==> src/rtl/fifo_wr_packer.sv <==
// -----------------------------------------------------------------------------
// fifo_wr_packer
//
// Packs P_RATIO narrow input beats (D_WIDTH bits each) into one wide word and
// writes it into a FIFO living in the same clock domain. Lane 0 is the first
// beat of a word and sits at the LSBs. A word is emitted early when the beat
// carries in_last_i or when flush_i is pulsed with at least one beat held.
// Any lanes not filled by the time a word completes are zero.
//
// Handshake (input side): a beat transfers on a rising edge of wr_clk_i when
// in_valid_i & in_ready_o are both high; otherwise nothing changes. The
// FIFO side is a write-enable interface: a word is written on an edge where
// fifo_en_o & ~fifo_full_i; while fifo_full_i is high the word is held.
//
// Ports
//   wr_clk_i     in   1              write-domain clock (rising edge)
//   wr_rst_n_i   in   1              asynchronous active-low reset
//   in_valid_i   in   1              input beat valid
//   in_ready_o   out  1              input beat ready
//   in_data_i    in   D_WIDTH        input beat data
//   in_last_i    in   1              final beat of frame (qualified by accept)
//   flush_i      in   1              single-cycle request to emit partial word
//   fifo_en_o    out  1              FIFO write enable
//   fifo_data_o  out  D_WIDTH*P_RATIO FIFO write data
//   fifo_full_i  in   1              FIFO full flag
//   word_cnt_o   out  32             words written to the FIFO (wraps)
//   frame_cnt_o  out  32             accepted in_last_i beats (wraps)
// -----------------------------------------------------------------------------
module fifo_wr_packer #(
  parameter int D_WIDTH = 8,
  parameter int P_RATIO = 8
) (
  input  logic                         wr_clk_i,
  input  logic                         wr_rst_n_i,
  input  logic                         in_valid_i,
  output logic                         in_ready_o,
  input  logic [D_WIDTH-1:0]           in_data_i,
  input  logic                         in_last_i,
  input  logic                         flush_i,
  output logic                         fifo_en_o,
  output logic [D_WIDTH*P_RATIO-1:0]   fifo_data_o,
  input  logic                         fifo_full_i,
  output logic [31:0]                  word_cnt_o,
  output logic [31:0]                  frame_cnt_o
);

  localparam int L_W = $clog2(P_RATIO);
  localparam int F_W = D_WIDTH * P_RATIO;
  localparam logic [L_W-1:0] LAST_LANE = L_W'(P_RATIO - 1);

  // State
  logic [L_W-1:0] lane_cnt_q, lane_cnt_d;
  logic [F_W-1:0] acc_q, acc_d;
  logic [F_W-1:0] out_q, out_d;
  logic           out_pend_q, out_pend_d;
  logic [31:0]    word_cnt_q, word_cnt_d;
  logic [31:0]    frame_cnt_q, frame_cnt_d;

  // Combinational helpers
  logic           in_ready;
  logic           accept;
  logic           fifo_write;
  logic           beat_done;
  logic           flush_done;
  logic           complete;
  logic [F_W-1:0] acc_merged;
  logic [F_W-1:0] word;

  always_comb begin
    // The output slot can take a new word if it is empty or drains this edge.
    in_ready   = ~out_pend_q | ~fifo_full_i;
    accept     = in_valid_i & in_ready;
    fifo_write = out_pend_q & ~fifo_full_i;

    // Accumulator contents including a beat landing this cycle.
    acc_merged = acc_q;
    for (int k = 0; k < P_RATIO; k++) begin
      if (accept && (lane_cnt_q == L_W'(k))) begin
        acc_merged[k*D_WIDTH +: D_WIDTH] = in_data_i;
      end
    end

    // Keep only lanes that actually hold a beat; everything above is zero.
    word = '0;
    for (int k = 0; k < P_RATIO; k++) begin
      if ((L_W'(k) < lane_cnt_q) || (accept && (L_W'(k) == lane_cnt_q))) begin
        word[k*D_WIDTH +: D_WIDTH] = acc_merged[k*D_WIDTH +: D_WIDTH];
      end
    end

    beat_done = accept & ((lane_cnt_q == LAST_LANE) | in_last_i);
    // A flush needs something to emit (held lanes or a beat this cycle) and a
    // free output slot. A flush arriving while the slot is blocked by a full
    // FIFO is dropped; the partial word then waits for more beats.
    flush_done = flush_i & in_ready & ((lane_cnt_q != '0) | accept);
    // beat_done and flush_done in the same cycle still produce one word.
    complete   = beat_done | flush_done;

    // Next-state defaults
    lane_cnt_d  = lane_cnt_q;
    acc_d       = acc_q;
    out_d       = out_q;
    out_pend_d  = out_pend_q;
    word_cnt_d  = word_cnt_q;
    frame_cnt_d = frame_cnt_q;

    if (complete) begin
      lane_cnt_d = '0;
      acc_d      = '0;
    end else if (accept) begin
      lane_cnt_d = lane_cnt_q + L_W'(1);
      acc_d      = acc_merged;
    end

    // A completing word can only arrive when the slot is free or draining,
    // so overwriting out_q here never loses a pending word.
    if (complete) begin
      out_d      = word;
      out_pend_d = 1'b1;
    end else if (fifo_write) begin
      out_pend_d = 1'b0;
    end

    if (fifo_write) begin
      word_cnt_d = word_cnt_q + 32'd1;
    end
    if (accept && in_last_i) begin
      frame_cnt_d = frame_cnt_q + 32'd1;
    end
  end

  always_ff @(posedge wr_clk_i or negedge wr_rst_n_i) begin
    if (!wr_rst_n_i) begin
      lane_cnt_q  <= '0;
      acc_q       <= '0;
      out_q       <= '0;
      out_pend_q  <= 1'b0;
      word_cnt_q  <= '0;
      frame_cnt_q <= '0;
    end else begin
      lane_cnt_q  <= lane_cnt_d;
      acc_q       <= acc_d;
      out_q       <= out_d;
      out_pend_q  <= out_pend_d;
      word_cnt_q  <= word_cnt_d;
      frame_cnt_q <= frame_cnt_d;
    end
  end

  assign in_ready_o  = in_ready;
  assign fifo_en_o   = out_pend_q;
  assign fifo_data_o = out_q;
  assign word_cnt_o  = word_cnt_q;
  assign frame_cnt_o = frame_cnt_q;

endmodule

==> config.mk <==
export PLATFORM = sky130hd
export DESIGN_NAME = fifo_wr_packer
export DESIGN_NICKNAME = d
export VERILOG_FILES = /design/src/rtl/fifo_wr_packer.sv
export SDC_FILE = /design/constraint.sdc
export NUM_CORES = 1
export LEC_CHECK = 0
export BUFFER_PORTS_ARGS = -buffer_cell sky130_fd_sc_hd__buf_2
export CORE_ASPECT_RATIO = 1.75
export CORE_UTILIZATION = 55
export CTS_CLUSTER_DIAMETER = 200
export DETAILED_ROUTE_END_ITERATION = 16
export GPL_ROUTABILITY_DRIVEN = 0
export MAX_ROUTING_LAYER = met4
export PLACE_DENSITY = 0.79
export SLEW_MARGIN = 20
export SYNTH_ARGS = -nofsm -noshare
export SYNTH_HDL_FRONTEND = slang
export SYNTH_SLANG_ARGS = --single-unit
==> constraint.sdc <==
create_clock -name wr_clk_i -period 3.9 [get_ports wr_clk_i]
set_input_delay 0.195 -clock wr_clk_i [delete_from_list [all_inputs] [get_ports wr_clk_i]]
set_output_delay 0.195 -clock wr_clk_i [all_outputs]
set_load 0.005 [all_outputs]
# == Word level (Yosys, flattened, before mapping) ==
# Index checks and enable logic that the tools add are counted.
# word_totals
in_bits,14
output_inout_bits,130
reg_bits,196
elab_cells,92
# op_classes
reduce_logical,28
add_sub_neg,3
n_eq_ne,14
n_mux,22
magnitude_cmp,8
bitwise,11
# op_table
cell,n
two-way mux 64 bit,2
two-way mux 8 bit,16
adder 32 x 1 -> 32 bit (second input constant),2
logical AND 1 bit,16
equality test 3 bit (first input constant),4
equality test 3 bit (second input constant),4
< comparator 3 bit (first input constant),4
logical OR 1 bit,8
equality test 2 x 3 -> 1 bit (first input constant),2
equality test 3 x 2 -> 1 bit (second input constant),2
< comparator 1 x 3 -> 1 bit (first input constant),2
< comparator 2 x 3 -> 1 bit (first input constant),2
two-way mux 3 bit,2
AND 1 bit,5
OR 1 bit,4
nonzero test 2 bit,2
adder 3 x 1 -> 3 bit (second input constant),1
equality test 1 x 3 -> 1 bit (first input constant),1
equality test 3 x 1 -> 1 bit (second input constant),1
logical NOT 3 bit,1
nonzero test 3 bit,1
two-way mux 1 bit,2
NOT 1 bit,2

# == Depth between registers and ports, before layout ==
# depth
word_depth,7
ltp_mapped,9
depth_no_buf,7

# == Least setup slack after synthesis ==
# OpenSTA, ideal clock, no wires.
# synth_path
path_type,register -> register
startpoint,reg lane_cnt_q[0]
endpoint,reg acc_q[24]
setup_time_ps,66
path_slack_ps,1770
t_arrival_ps,2064
period_less_slack_ps,2130
n_path_buf,0
stages_incl_launch_ff,7
cell_sequence,dfrtp_1 > ha_1 > ha_1 > nor3_1 > nand2_1 > nor4_2 > a22o_1
# synth_between
elab_chain_len,5
# synth_lines
item,line_no,text
"start, declared",52,"logic [L_W-1:0] lane_cnt_q, lane_cnt_d;"
"start signal, assigned",141,lane_cnt_q <= lane_cnt_d;
"equality test 3 bit, or another cell as far along",91,beat_done = accept & ((lane_cnt_q == LAST_LANE) | in_last_i);
"OR 1 bit, or another cell as far along",91,
"AND 1 bit, or another cell as far along",91,
OR 1 bit or two-way mux 64 bit (tied branches),"97, 110",
two-way mux 64 bit or nonzero test 2 bit (tied branches),n/a,
"end signal, assigned",135,acc_q <= '0;
"end signal, assigned",142,acc_q <= acc_d;
"end, declared",53,"logic [F_W-1:0] acc_q, acc_d;"
# Parallel ways exist; a longest one is shown, timed or not. The select of a mux whose other input is x is not followed.
# A chain may end at the register's enable or synchronous reset.

# == Final worst setup path ==
# layout_path
startpoint,reg lane_cnt_q[2]
endpoint,reg acc_q[29]
# Same word-level chain as after synthesis.

==> parameters.txt <==
Parameter                              Value

Worst setup path
  Maximum cell stage delay along the critical path    0.81 ns
  Cell with the largest stage delay on the worst path    sky130_fd_sc_hd__nor4_2
  Critical path destination    acc_q[29]
  Terminus of the critical flop-to-flop path    acc_q[29]
  Origin of the worst setup path    lane_cnt_q[2]
  Data arrival at the endpoint of the critical path    3.47 ns
  Critical path class    reg2reg
  WP data required    4.27 ns
  Cell count of the worst reg-to-reg path    5
  Crit path cell chain    ha_1 -> nor3_1 -> nand2_1 -> nor4_2 -> a22o_1
  Worst Setup End Kind    register
  R2R setup slack    0.80 ns
  CP startpoint kind    register
  Critical-path maximum fanout    20
  Critical register-to-register path startpoint    lane_cnt_q[2]

Detailed routing
  Vias per cell    5.90
  Final routed wire length divided by cell count    18.5 um
  Length of the first detailed-routing pass in iterations    7
  # DRC    0
  Initial DRC count    310
  Vias after detailed routing    6,040
  Detailed Route WL    18,900 um
  Number of nets with antenna violations after detailed routing    0

Power
  Maximum VDD drop    0.269 mV
  Leakage power total    4.85 nW
  Power density over the cells    479 nW/um^2

Flow run
  Number of violations of the max-capacitance limit    0

Global route
  Global-route met3 utilization    4.68%
  Busiest layer in global routing    met2
  Maximum number of pins on one net before global-route repair    115
  Met2 track demand over resource    45.8%
  First-pass GRT wire length    30,600 um
  Aggregate global routing overflow    0
  Global-route met1 utilization    31.2%
  Initial antenna violation count    0
  Global router's overall resource usage    26.9%
  Number of global-route vias before repair    6,116

STA
  Final setup violation count    0
  Actual transition at the worst max-transition pin    0.920 ns
  Number of hold violations in the final report    0
  Final Hold Slack    0.0958 ns
  Number of max-slew violations in the final report    0
  Share of the clock period used by the worst path after layout    79.5%
  Post-layout minimum cycle time    3.10 ns
  Clock tree skew after final layout    0.0140 ns
  Achievable frequency    322 MHz
  Unrepaired setup endpoints after global routing    false
  Setup TNS    0 ns
  Relative max-transition margin    38.7%

Placement
  Detailed-placement wirelength estimate    13,200 um
  Cell Area, Placed    8910 sq um
  Number of buffers added on ports    143

Final layout
  Fraction of final layout cells sized beyond drive strength 1    24.3%
  Synth-to-Final Area Change    18.2%
  Inserted Diodes    0
  Net count reported at finish    850
  Total of fill cells in the finished design    1,113
  Most frequent cells in the layout    sky130_fd_sc_hd__dfrtp_1, sky130_fd_sc_hd__buf_2, sky130_fd_sc_hd__nand2_1
  Most common library cell in the layout ignoring fill and taps    sky130_fd_sc_hd__dfrtp_1
  Non-Filler Cell Area, Final    9520 sq um

Clocking
  Cells resized by post-CTS repair    0
  CTS H-Tree Depth    4
  Number of buffers on the longest clock path    2
  Reg clk slew, reported paths    0.08 ns
  Clock sink total    188
  Clock latency of the later-clocked register in the worst-skew pair    0.43 ns
  Cts-stage hold buffer count    1
  Number of buffers inserted during clock tree synthesis    17
  TritonCTS clock tree    yes
  Number of buffers inserted by post-CTS setup repair    0
  Clock root buffer master    sky130_fd_sc_hd__clkbuf_16

Yosys
  Adder and majority cell fraction of the synthesized area    0.932%
  Number of storage elements in the synthesis netlist    188
  Post-synthesis simple-gate area fraction    14.1%
  Compound-cell area share of the yosys netlist    13.5%
  Xor/xnor cell area share of the yosys netlist    6.74%
  Synth unique cells    43
  Post-synthesis mux area share    4.26%
  Post-synthesis cell count    694
  Largest family of logic cells by synthesized area    simple AND/OR/NAND/NOR gates
  Post-synthesis sequential area ratio    58.4%
  YS warnings    0
  Netlist Area Pre-Place    8050 sq um
  Post-synthesis area per instance    11.6 sq um
  Post-Syn Nets    714

Floorplanning
  Die height    162 um
  Standard-cell row count    58
  Starting utilization of the core area    56.1%
  Die area    15,200 sq um
  Number of top-level pins    144
  Core Box Area    14,400 sq um
  Chip width    93.5 um

Status
  Run status    completed

Min path
  Hold Crit Class    in2reg
[where the power goes]
group	leakage [nW]	internal (mW)	switching, mW	total, mW
sequential	2.56	2.08	0.128	2.21
combinational	2.00	0.233	0.369	0.602
clock	0.298	0.946	0.809	1.75
[sequential cells by signal, summed over array words and instances (netlist names)]
name	flops
lane_cnt_q	3
word_cnt_o	32
fifo_data_o	64
acc_q	56
frame_cnt_o	32
fifo_en_o	1
[per-stage QoR]
stage / instances / utilization, % / setup slack (ns) / power, mW
after global placement: 990 / 62.0 / 1.13 / 2.81
after global routing: 1023 / 66.3 / 0.580 / 4.76
after floorplan: 694 / - / 1.77 / 2.56
final: 1023 / 66.3 / 0.798 / 4.56
after CTS: 1023 / 66.2 / 0.876 / 4.59
after detailed placement: 990 / 62.0 / 0.933 / 2.85
[cell families (layout without fill, tap and decap cells)]
group | Yosys count | in the layout
simple gates | 218 | 218
flops | 188 | 188
compound gates | 146 | 146
xor+xnor | 62 | 62
buf+inv | 40 | 189
mux | 34 | 34
fa+ha+maj | 6 | 6
[final cells by class]
cell class,count,area (sq um),area share [%]
Timing Repair Buffer,148,777,8.16
Multi-Input combinational cell,466,3180,33.4
Tap cell,180,225,2.37
Clock inverter,13,146,1.54
Sequential cell,188,4700,49.4
Clock buffer,19,453,4.76
Inverter,9,33.8,0.355
[synth_stat cells, drive strengths merged]
master	count	area share, %
or3	2	0.22
mux2i	32	4.0
a21boi	1	0.23
a21oi	12	0.79
nor3	9	0.76
nand4	15	1.4
nand2	67	3.2
clkbuf	14	0.65
o211ai	2	0.19
nand3	35	2.2
a221oi	16	1.7
o21ai	49	3.3
and3	17	1.3
and2b	1	0.093
xor2	18	2.0
nor2b	1	0.078
o31ai	1	0.16
and2	4	0.31
buf	17	1.0
a22o	65	7.1
nor2	52	2.6
dfrtp	188	58
nand4b	2	0.22
clkinv	1	0.047
ha	6	0.93
inv	8	0.37
xnor2	44	4.8
mux2	2	0.28
nand2b	1	0.078
nor4	4	0.84
and4	8	0.87
[how the worst min path moves through the flow]
stage	start	endpoint	slack (ns)	cells past startpoint
floorplan	wr_rst_n_i	acc_q[0]	-0.10	0
global placement	wr_rst_n_i	frame_cnt_o[14]	0.40	1
detailed placement	wr_rst_n_i	frame_cnt_o[14]	0.44	1
CTS	in_last_i	frame_cnt_o[2]	0.08	3
global route	in_last_i	frame_cnt_o[2]	0.11	3
finish	in_last_i	frame_cnt_o[2]	0.1	3
[critical path: cells and delay by family (launching register included)]
kind / cells / cell delay, ns
AO/OA/AOI/OAI: 1 / 0.28
flip-flops: 1 / 0.64
AND/OR/NAND/NOR: 3 / 1.74
adder cells (fa/ha/maj): 1 / 0.38
[metal layers]
metal / part of all wire, % / vias to the layer above
met5: 0 / -
met4: 2.8 / 0
met3: 5.3 / 37
met2: 52 / 231
met1: 40 / 3017
li1: - / 2755
Power figures use the tool's default switching activity.
